`config.mk`:
```
export PLATFORM = sky130hd
export DESIGN_NAME = reset_seq_ctrl_flat
export DESIGN_NICKNAME = d
export VERILOG_FILES = /design/src/rtl/reset_seq_ctrl_if.sv /design/src/rtl/reset_seq_ctrl.sv /design/src/flat_wrapper.sv
export SDC_FILE = /design/constraint.sdc
export NUM_CORES = 1
export LEC_CHECK = 0
export ABC_AREA = 1
export BUFFER_PORTS_ARGS = -buffer_cell sky130_fd_sc_hd__buf_2
export CORE_AREA = 2 2 74 104
export DETAILED_ROUTE_END_ITERATION = 8
export DIE_AREA = 0 0 76 106
export SLEW_MARGIN = 20
export SYNTH_ARGS = -nofsm -noshare
export SYNTH_HDL_FRONTEND = slang
export SYNTH_SLANG_ARGS = --single-unit
```
`constraint.sdc`:
```
create_clock -name clk -period 2.73 [get_ports clk]
set_clock_uncertainty 0.05 [all_clocks]
set_input_delay 0.546 -clock clk [delete_from_list [all_inputs] [get_ports clk]]
set_output_delay 0.546 -clock clk [all_outputs]
set_load 0.05 [all_outputs]
```
`src/rtl/reset_seq_ctrl_if.sv`:
```
// Bundle of the sequencer's lock/soft-reset inputs and reset/status outputs.
// wdog_kick_i exists only when RST_SEQ_WDOG_EN is defined.
interface reset_seq_ctrl_if #(
   parameter int N_RST = 3
);
   logic             locked_i;
   logic             soft_rst_i;
`ifdef RST_SEQ_WDOG_EN
   logic             wdog_kick_i;
`endif
   logic [N_RST-1:0] rst_o;
   logic             busy_o;
   logic [1:0]       cause_o;

`ifdef RST_SEQ_WDOG_EN
   modport master (input locked_i, soft_rst_i, wdog_kick_i,
                   output rst_o, busy_o, cause_o);
   modport slave  (output locked_i, soft_rst_i, wdog_kick_i,
                   input rst_o, busy_o, cause_o);
`else
   modport master (input locked_i, soft_rst_i,
                   output rst_o, busy_o, cause_o);
   modport slave  (output locked_i, soft_rst_i,
                   input rst_o, busy_o, cause_o);
`endif
endinterface

```
`src/rtl/reset_seq_ctrl.sv`:
```
// Board reset sequencer: syncs reset/lock, holds, then releases N_RST domains staggered.
// Optional watchdog re-entry is enabled by defining RST_SEQ_WDOG_EN.
module reset_seq_ctrl #(
   parameter int N_RST       = 3,
   parameter int HOLD_CYCLES = 65535,
   parameter int STAGGER     = 256,
   parameter int SYNC_STAGES = 2,
   parameter int WDOG_W      = 24
) (
   input logic              clk,
   input logic              reset,
   reset_seq_ctrl_if.master bus
);
   localparam int CNT_MAX = (HOLD_CYCLES > STAGGER) ? HOLD_CYCLES : STAGGER;
   localparam int CNT_W   = $clog2(CNT_MAX + 1);
   localparam int REL_W   = $clog2(N_RST + 1);
   // The ASSERT cycle that first sees lock counts as the first hold cycle.
   localparam logic [CNT_W-1:0] HOLD_LAST = CNT_W'((HOLD_CYCLES >= 2) ? HOLD_CYCLES - 2 : 0);
   localparam logic [CNT_W-1:0] STAG_LAST = CNT_W'(STAGGER - 1);
   localparam logic [REL_W-1:0] REL_LAST  = REL_W'(N_RST - 1);

   if (N_RST < 1 || HOLD_CYCLES < 1 || STAGGER < 1 || SYNC_STAGES < 2 || WDOG_W < 1) begin : g_bad_param
      $error("reset_seq_ctrl: illegal parameter value");
   end

   typedef enum logic [1:0] {S_ASSERT, S_HOLD, S_RELEASE, S_RUN} state_t;
   typedef enum logic [1:0] {C_POR = 2'b00, C_LOCK = 2'b01, C_SOFT = 2'b10, C_WDOG = 2'b11} cause_t;

   logic [SYNC_STAGES-1:0] r_rst_sync;
   logic [SYNC_STAGES-1:0] r_lock_sync;
   logic                   w_rst_rel;
   logic                   w_lock_s;

   state_t                 r_state, w_state_nxt;
   cause_t                 r_cause, w_cause_nxt;
   logic [CNT_W-1:0]       r_cnt, w_cnt_nxt;
   logic [REL_W-1:0]       r_rel, w_rel_nxt;
   logic [N_RST-1:0]       w_rst;

   always_ff @(posedge clk or posedge reset) begin
      if (reset) begin
         r_rst_sync  <= '0;
         r_lock_sync <= '0;
      end else begin
         r_rst_sync  <= {r_rst_sync[SYNC_STAGES-2:0], 1'b1};
         r_lock_sync <= {r_lock_sync[SYNC_STAGES-2:0], bus.locked_i};
      end
   end

   assign w_rst_rel = r_rst_sync[SYNC_STAGES-1];
   assign w_lock_s  = r_lock_sync[SYNC_STAGES-1];

`ifdef RST_SEQ_WDOG_EN
   localparam logic [WDOG_W-1:0] WD_MAX = '1;
   logic [WDOG_W-1:0] r_wd, w_wd_nxt;
   logic              w_wd_exp;

   assign w_wd_exp = (r_state == S_RUN) && (r_wd == WD_MAX) && !bus.wdog_kick_i;

   always_ff @(posedge clk or posedge reset) begin
      if (reset) r_wd <= '0;
      else       r_wd <= w_wd_nxt;
   end
`endif

   always_ff @(posedge clk or posedge reset) begin
      if (reset) begin
         r_state <= S_ASSERT;
         r_cause <= C_POR;
         r_cnt   <= '0;
         r_rel   <= '0;
      end else begin
         r_state <= w_state_nxt;
         r_cause <= w_cause_nxt;
         r_cnt   <= w_cnt_nxt;
         r_rel   <= w_rel_nxt;
      end
   end

   always_comb begin
      w_state_nxt = r_state;
      w_cause_nxt = r_cause;
      w_cnt_nxt   = r_cnt;
      w_rel_nxt   = r_rel;
`ifdef RST_SEQ_WDOG_EN
      w_wd_nxt    = '0;
`endif
      case (r_state)
         S_ASSERT: begin
            if (w_rst_rel && w_lock_s) begin
               w_state_nxt = S_HOLD;
               w_cnt_nxt   = '0;
            end
         end
         S_HOLD: begin
            if (r_cnt == HOLD_LAST) begin
               w_cnt_nxt = '0;
               if (N_RST == 1) begin
                  w_state_nxt = S_RUN;
               end else begin
                  w_state_nxt = S_RELEASE;
                  w_rel_nxt   = REL_W'(1);
               end
            end else begin
               w_cnt_nxt = r_cnt + 1'b1;
            end
         end
         S_RELEASE: begin
            if (r_cnt == STAG_LAST) begin
               w_cnt_nxt = '0;
               w_rel_nxt = r_rel + 1'b1;
               if (r_rel == REL_LAST) w_state_nxt = S_RUN;
            end else begin
               w_cnt_nxt = r_cnt + 1'b1;
            end
         end
         S_RUN: begin
`ifdef RST_SEQ_WDOG_EN
            w_wd_nxt = bus.wdog_kick_i ? '0 : r_wd + 1'b1;
`endif
         end
         default: w_state_nxt = S_ASSERT;
      endcase

      // Re-entry overrides normal progress; priority lock loss > soft > watchdog.
      if (r_state != S_ASSERT) begin
         if (!w_lock_s) begin
            w_state_nxt = S_ASSERT;
            w_cause_nxt = C_LOCK;
         end else if (bus.soft_rst_i) begin
            w_state_nxt = S_ASSERT;
            w_cause_nxt = C_SOFT;
         end
`ifdef RST_SEQ_WDOG_EN
         else if (w_wd_exp) begin
            w_state_nxt = S_ASSERT;
            w_cause_nxt = C_WDOG;
         end
`endif
         if (w_state_nxt == S_ASSERT) begin
            w_cnt_nxt = '0;
            w_rel_nxt = '0;
`ifdef RST_SEQ_WDOG_EN
            w_wd_nxt  = '0;
`endif
         end
      end
   end

   always_comb begin
      w_rst = '1;
      case (r_state)
         S_RELEASE: begin
            for (int unsigned k = 0; k < N_RST; k++) w_rst[k] = (REL_W'(k) >= r_rel);
         end
         S_RUN:   w_rst = '0;
         default: w_rst = '1;
      endcase
   end

   assign bus.rst_o   = w_rst;
   assign bus.busy_o  = (r_state != S_RUN);
   assign bus.cause_o = r_cause;
endmodule
```
`src/flat_wrapper.sv`:
```
// flat-port wrapper written by rule: the top's interface ports become plain ports
module reset_seq_ctrl_flat 
#(
   parameter int N_RST       = 3,
   parameter int HOLD_CYCLES = 65535,
   parameter int STAGGER     = 256,
   parameter int SYNC_STAGES = 2,
   parameter int WDOG_W      = 24
)
  (clk, reset, bus_locked_i, bus_soft_rst_i, bus_rst_o, bus_busy_o, bus_cause_o);
  reset_seq_ctrl_if #(.N_RST(N_RST)) bus_i ();
  input logic clk;
  input logic reset;
  input wire logic [$bits(bus_i.locked_i)-1:0] bus_locked_i;
  input wire logic [$bits(bus_i.soft_rst_i)-1:0] bus_soft_rst_i;
  output wire logic [$bits(bus_i.rst_o)-1:0] bus_rst_o;
  output wire logic [$bits(bus_i.busy_o)-1:0] bus_busy_o;
  output wire logic [$bits(bus_i.cause_o)-1:0] bus_cause_o;
  assign bus_i.locked_i = bus_locked_i;
  assign bus_i.soft_rst_i = bus_soft_rst_i;
  assign bus_rst_o = bus_i.rst_o;
  assign bus_busy_o = bus_i.busy_o;
  assign bus_cause_o = bus_i.cause_o;
  reset_seq_ctrl #(.N_RST(N_RST), .HOLD_CYCLES(HOLD_CYCLES), .STAGGER(STAGGER), .SYNC_STAGES(SYNC_STAGES), .WDOG_W(WDOG_W)) u_core (.clk(clk), .reset(reset), .bus(bus_i));
endmodule
```
==> results summary <==
The count of input and output buffers is 9. The number of primary I/O pins came out at 10. The detail-routed net length per standard cell is 10.4 um. Counting flops and latches in the post-synthesis netlist gives 26. The total of endpoints with negative setup slack in the final report came out at 0.

The power after layout is 1.28 mW. The core area came out at 7180 um2. From bottom edge to top edge, the die measures 106 um. The synthesized instance count came out at 247. The reported max-cap violation count is 0. The minimum period implied by the final worst setup slack is 2.25 ns. The path class of the tightest hold or removal check is input pin to asynchronous set/reset pin. The via count of the first global-routing pass came out at 1539. Summing all placed instances gives a cell area of 1890 um2. The die covers 8060 um2. The count of buffers added by post-CTS timing repair for setup came out at 0. The register-to-register setup slack is 0.66 ns.

The most used standard cell by instance count after synthesis is sky130_fd_sc_hd__nand2_1. The global-route total usage across every layer is 10.0%. The run finished with clean final reports. Hold repair after CTS inserted 0 buffers. Entering global routing, the biggest net connects 27 pins. The first-pass detailed-route iteration total came out at 4.

The number of distinct library cells after synthesis came out at 20. The total number of clock tree sinks came out at 26. The final core utilization came out at 27.4%.

The final HPWL from detailed placement is 2790 um. The biggest fanout along the worst timing path came out at 7. The final clock period utilization by the worst path came out at 82.4%. The number of pins with negative max-slew slack in the final report is 0.

The deepest level of the CTS H-tree came out at 1. The number of enable flip-flop cells after synthesis is 0. Of the cells placed in the final design, the portion with a size suffix greater than 1 is 15.8%. The total length of routed wires is 3690 um.

The fraction of registers with async set/reset came out at 100%. The starting utilization of the core area came out at 24.1%. Dividing the synthesized area by the synthesized cell count gives 7.00 um2. The post-synthesis to final-layout area growth is 13.6%. By area the synthesized netlist is led by sky130_fd_sc_hd__dfrtp_1 (38%), sky130_fd_sc_hd__nand2_1 (16%), sky130_fd_sc_hd__ha_1 (8.7%). The initial antenna violation count is 0. The wire length of the first global-routing pass came out at 6750 um. Clock-pin slew was measured on the worst setup and hold paths at 0.09 ns. Detailed routing placed a total of 76 um of wire on met3. The total global routing overflow came out at 0. The final RePlAce weighted congestion is 0.865.

The area of the mapped netlist is 1730 um2. The data arrival time of the critical path came out at 1.65 ns. In this run the horizontal extent of the chip is 76 um. The residual antenna-violating net count after detailed routing is 0.

The Yosys step of the flow raised 0 warnings. The analysis attributes to cell leakage a power of 0.891 nW. The worst setup path is captured at a primary output. The standard-cell row count came out at 37. The met1 wire length is 1590 um. The highest ir drop seen on vdd is 256 uV. The peak clock frequency supported by timing came out at 445 MHz. The endpoint identified for the worst register-to-register timing path is u_core.r_cnt[0]$_DFF_PP0_. The total number of vias came out at 1496. sky130_fd_sc_hd__dfrtp_1 takes more of the synthesized area than any other cell. Detailed routing placed a total of 1930 um of wire on met2.

The worst setup path is launched from a flop. In this run the critical register-to-register path is launched from u_core.r_state[0]$_DFF_PP0_. The number of diodes added for antenna fixing is 0.

The post-layout worst setup margin came out at 0.481 ns. Prior to clock tree synthesis, the placed netlist has a worst setup slack of 0.677 ns. The portion of the post-synthesis area used by sequential elements is 37.6%. The number of nets in the finished design came out at 276. Setup repair after global routing left no endpoint under its margin. The number of gates resized after CTS was 0. By count the netlist is led by sky130_fd_sc_hd__nand2_1 (74), sky130_fd_sc_hd__inv_1 (27), sky130_fd_sc_hd__dfrtp_1 (26), sky130_fd_sc_hd__nor2_1 (26).

In the routed design, unresolved DRC markers number 0. TritonCTS built the clock tree. The cell area after layout is 1960 um2. Counting cells, the worst reg-to-reg path comes to 9. The latest clock arrival within the worst-skew pair is 0.27 ns. The maximum buffer depth of the clock tree is 2. The final total negative setup slack is 0 ns. Summed over its instances, the top area cell type makes up 37.6% of the synthesized netlist area. The violation count after the first detailed-routing iteration is 73.

The top layer used by detailed routing is met4. The required time at the worst-slack endpoint is 2.13 ns. The root buffer cell is sky130_fd_sc_hd__clkbuf_8. The number of clock buffers added by TritonCTS is 3. In this run the power density over the cells is 650 nW/um2. The synthesized netlist net count came out at 263. The via density per instance is 4.20. The most frequently used flop master after synthesis is sky130_fd_sc_hd__dfrtp_1. The number of failing hold endpoints at the final stage was 0. The setup path with the least slack is of type flop to primary output.
layout by cell type (no fill, tap or decap), drive strengths merged:
| cell type | n |
|---|---|
| conb | 1 |
| nand3 | 18 |
| a21oi | 6 |
| nand2 | 79 |
| ha | 12 |
| buf | 12 |
| clkbuf | 3 |
| nand3b | 1 |
| dfrtp | 26 |
| nor3 | 3 |
| nand4 | 5 |
| bufinv | 1 |
| o21ai | 19 |
| nor2 | 39 |
| inv | 33 |
| o21a | 1 |
critical path: stages, from the launching register on:
cell and delay, ns:
sky130_fd_sc_hd__dfrtp_1 0.44, sky130_fd_sc_hd__inv_1 0.13, sky130_fd_sc_hd__ha_1 0.29, sky130_fd_sc_hd__inv_1 0.08, sky130_fd_sc_hd__o21ai_0 0.15, sky130_fd_sc_hd__buf_2 0.28
routing by layer:
metal	up-vias	global-route usage (%)
li1	791	-
met1	672	11.3
met2	25	19.1
met3	8	1.02
met4	0	4.29
met5	-	0
power breakdown:
group / total, mW / internal [mW] / switching, mW / leakage (nW)
Clock: 0.325 / 0.196 / 0.129 / 0.0357
Combinational: 0.502 / 0.147 / 0.356 / 0.508
Sequential: 0.450 / 0.420 / 0.0303 / 0.347
Total: 1.28 / 0.763 / 0.514 / 0.891
flip-flops by register name, indices dropped and copies added (netlist names):
| signal | count |
|---|---|
| u_core.r_cnt | 16 |
| u_core.r_rel | 2 |
| u_core.r_state | 2 |
| u_core.r_rst_sync | 2 |
| u_core.r_lock_sync | 2 |
| u_core.bus.cause_o | 2 |
per-stage QoR:
stage | hold WS, ns | cells
final | 0.251 | 356
after global routing | 0.296 | 356
after CTS | 0.262 | 356
after detailed placement | 0.287 | 352
after global placement | 0.284 | 352
after floorplan | 0.281 | 247
layout make-up:
cell class	count	area (um2)
Fill cell	769	5210
Multi-Input combinational cell	184	930
Sequential cell	26	651
Inverter	33	124
Tap cell	97	121
Timing Repair Buffer	12	67.6
Clock buffer	3	41.3
Clock inverter	1	30.0
how the worst max path moves through the flow:
stage | start | end | slack (ns) | cells after the start
6_report | u_core.r_state[0]$_DFF_PP0_ | bus_rst_o[2] | 0.48 | 5
5_1_grt | u_core.r_state[0]$_DFF_PP0_ | bus_rst_o[2] | 0.32 | 5
4_1_cts | u_core.r_state[0]$_DFF_PP0_ | bus_rst_o[2] | 0.46 | 5
3_5_place_dp | u_core.r_state[0]$_DFF_PP0_ | u_core.r_cnt[0]$_DFF_PP0_ | 0.68 | 9
3_3_place_gp | u_core.r_state[0]$_DFF_PP0_ | u_core.r_rel[1]$_DFF_PP0_ | 0.75 | 9
2_1_floorplan | u_core.r_state[0]$_DFF_PP0_ | bus_rst_o[2] | 0.22 | 4
cells by family after synthesis:
| kind of cell | share of synthesized area (%) |
|---|---|
| simple gates | 36.5 |
| buf+inv | 8.61 |
| compound gates | 8.32 |
| flops | 37.6 |
| fa+ha+maj | 8.68 |
| other cells | 0.217 |
No activity file was read; power rests on OpenSTA's default activity.
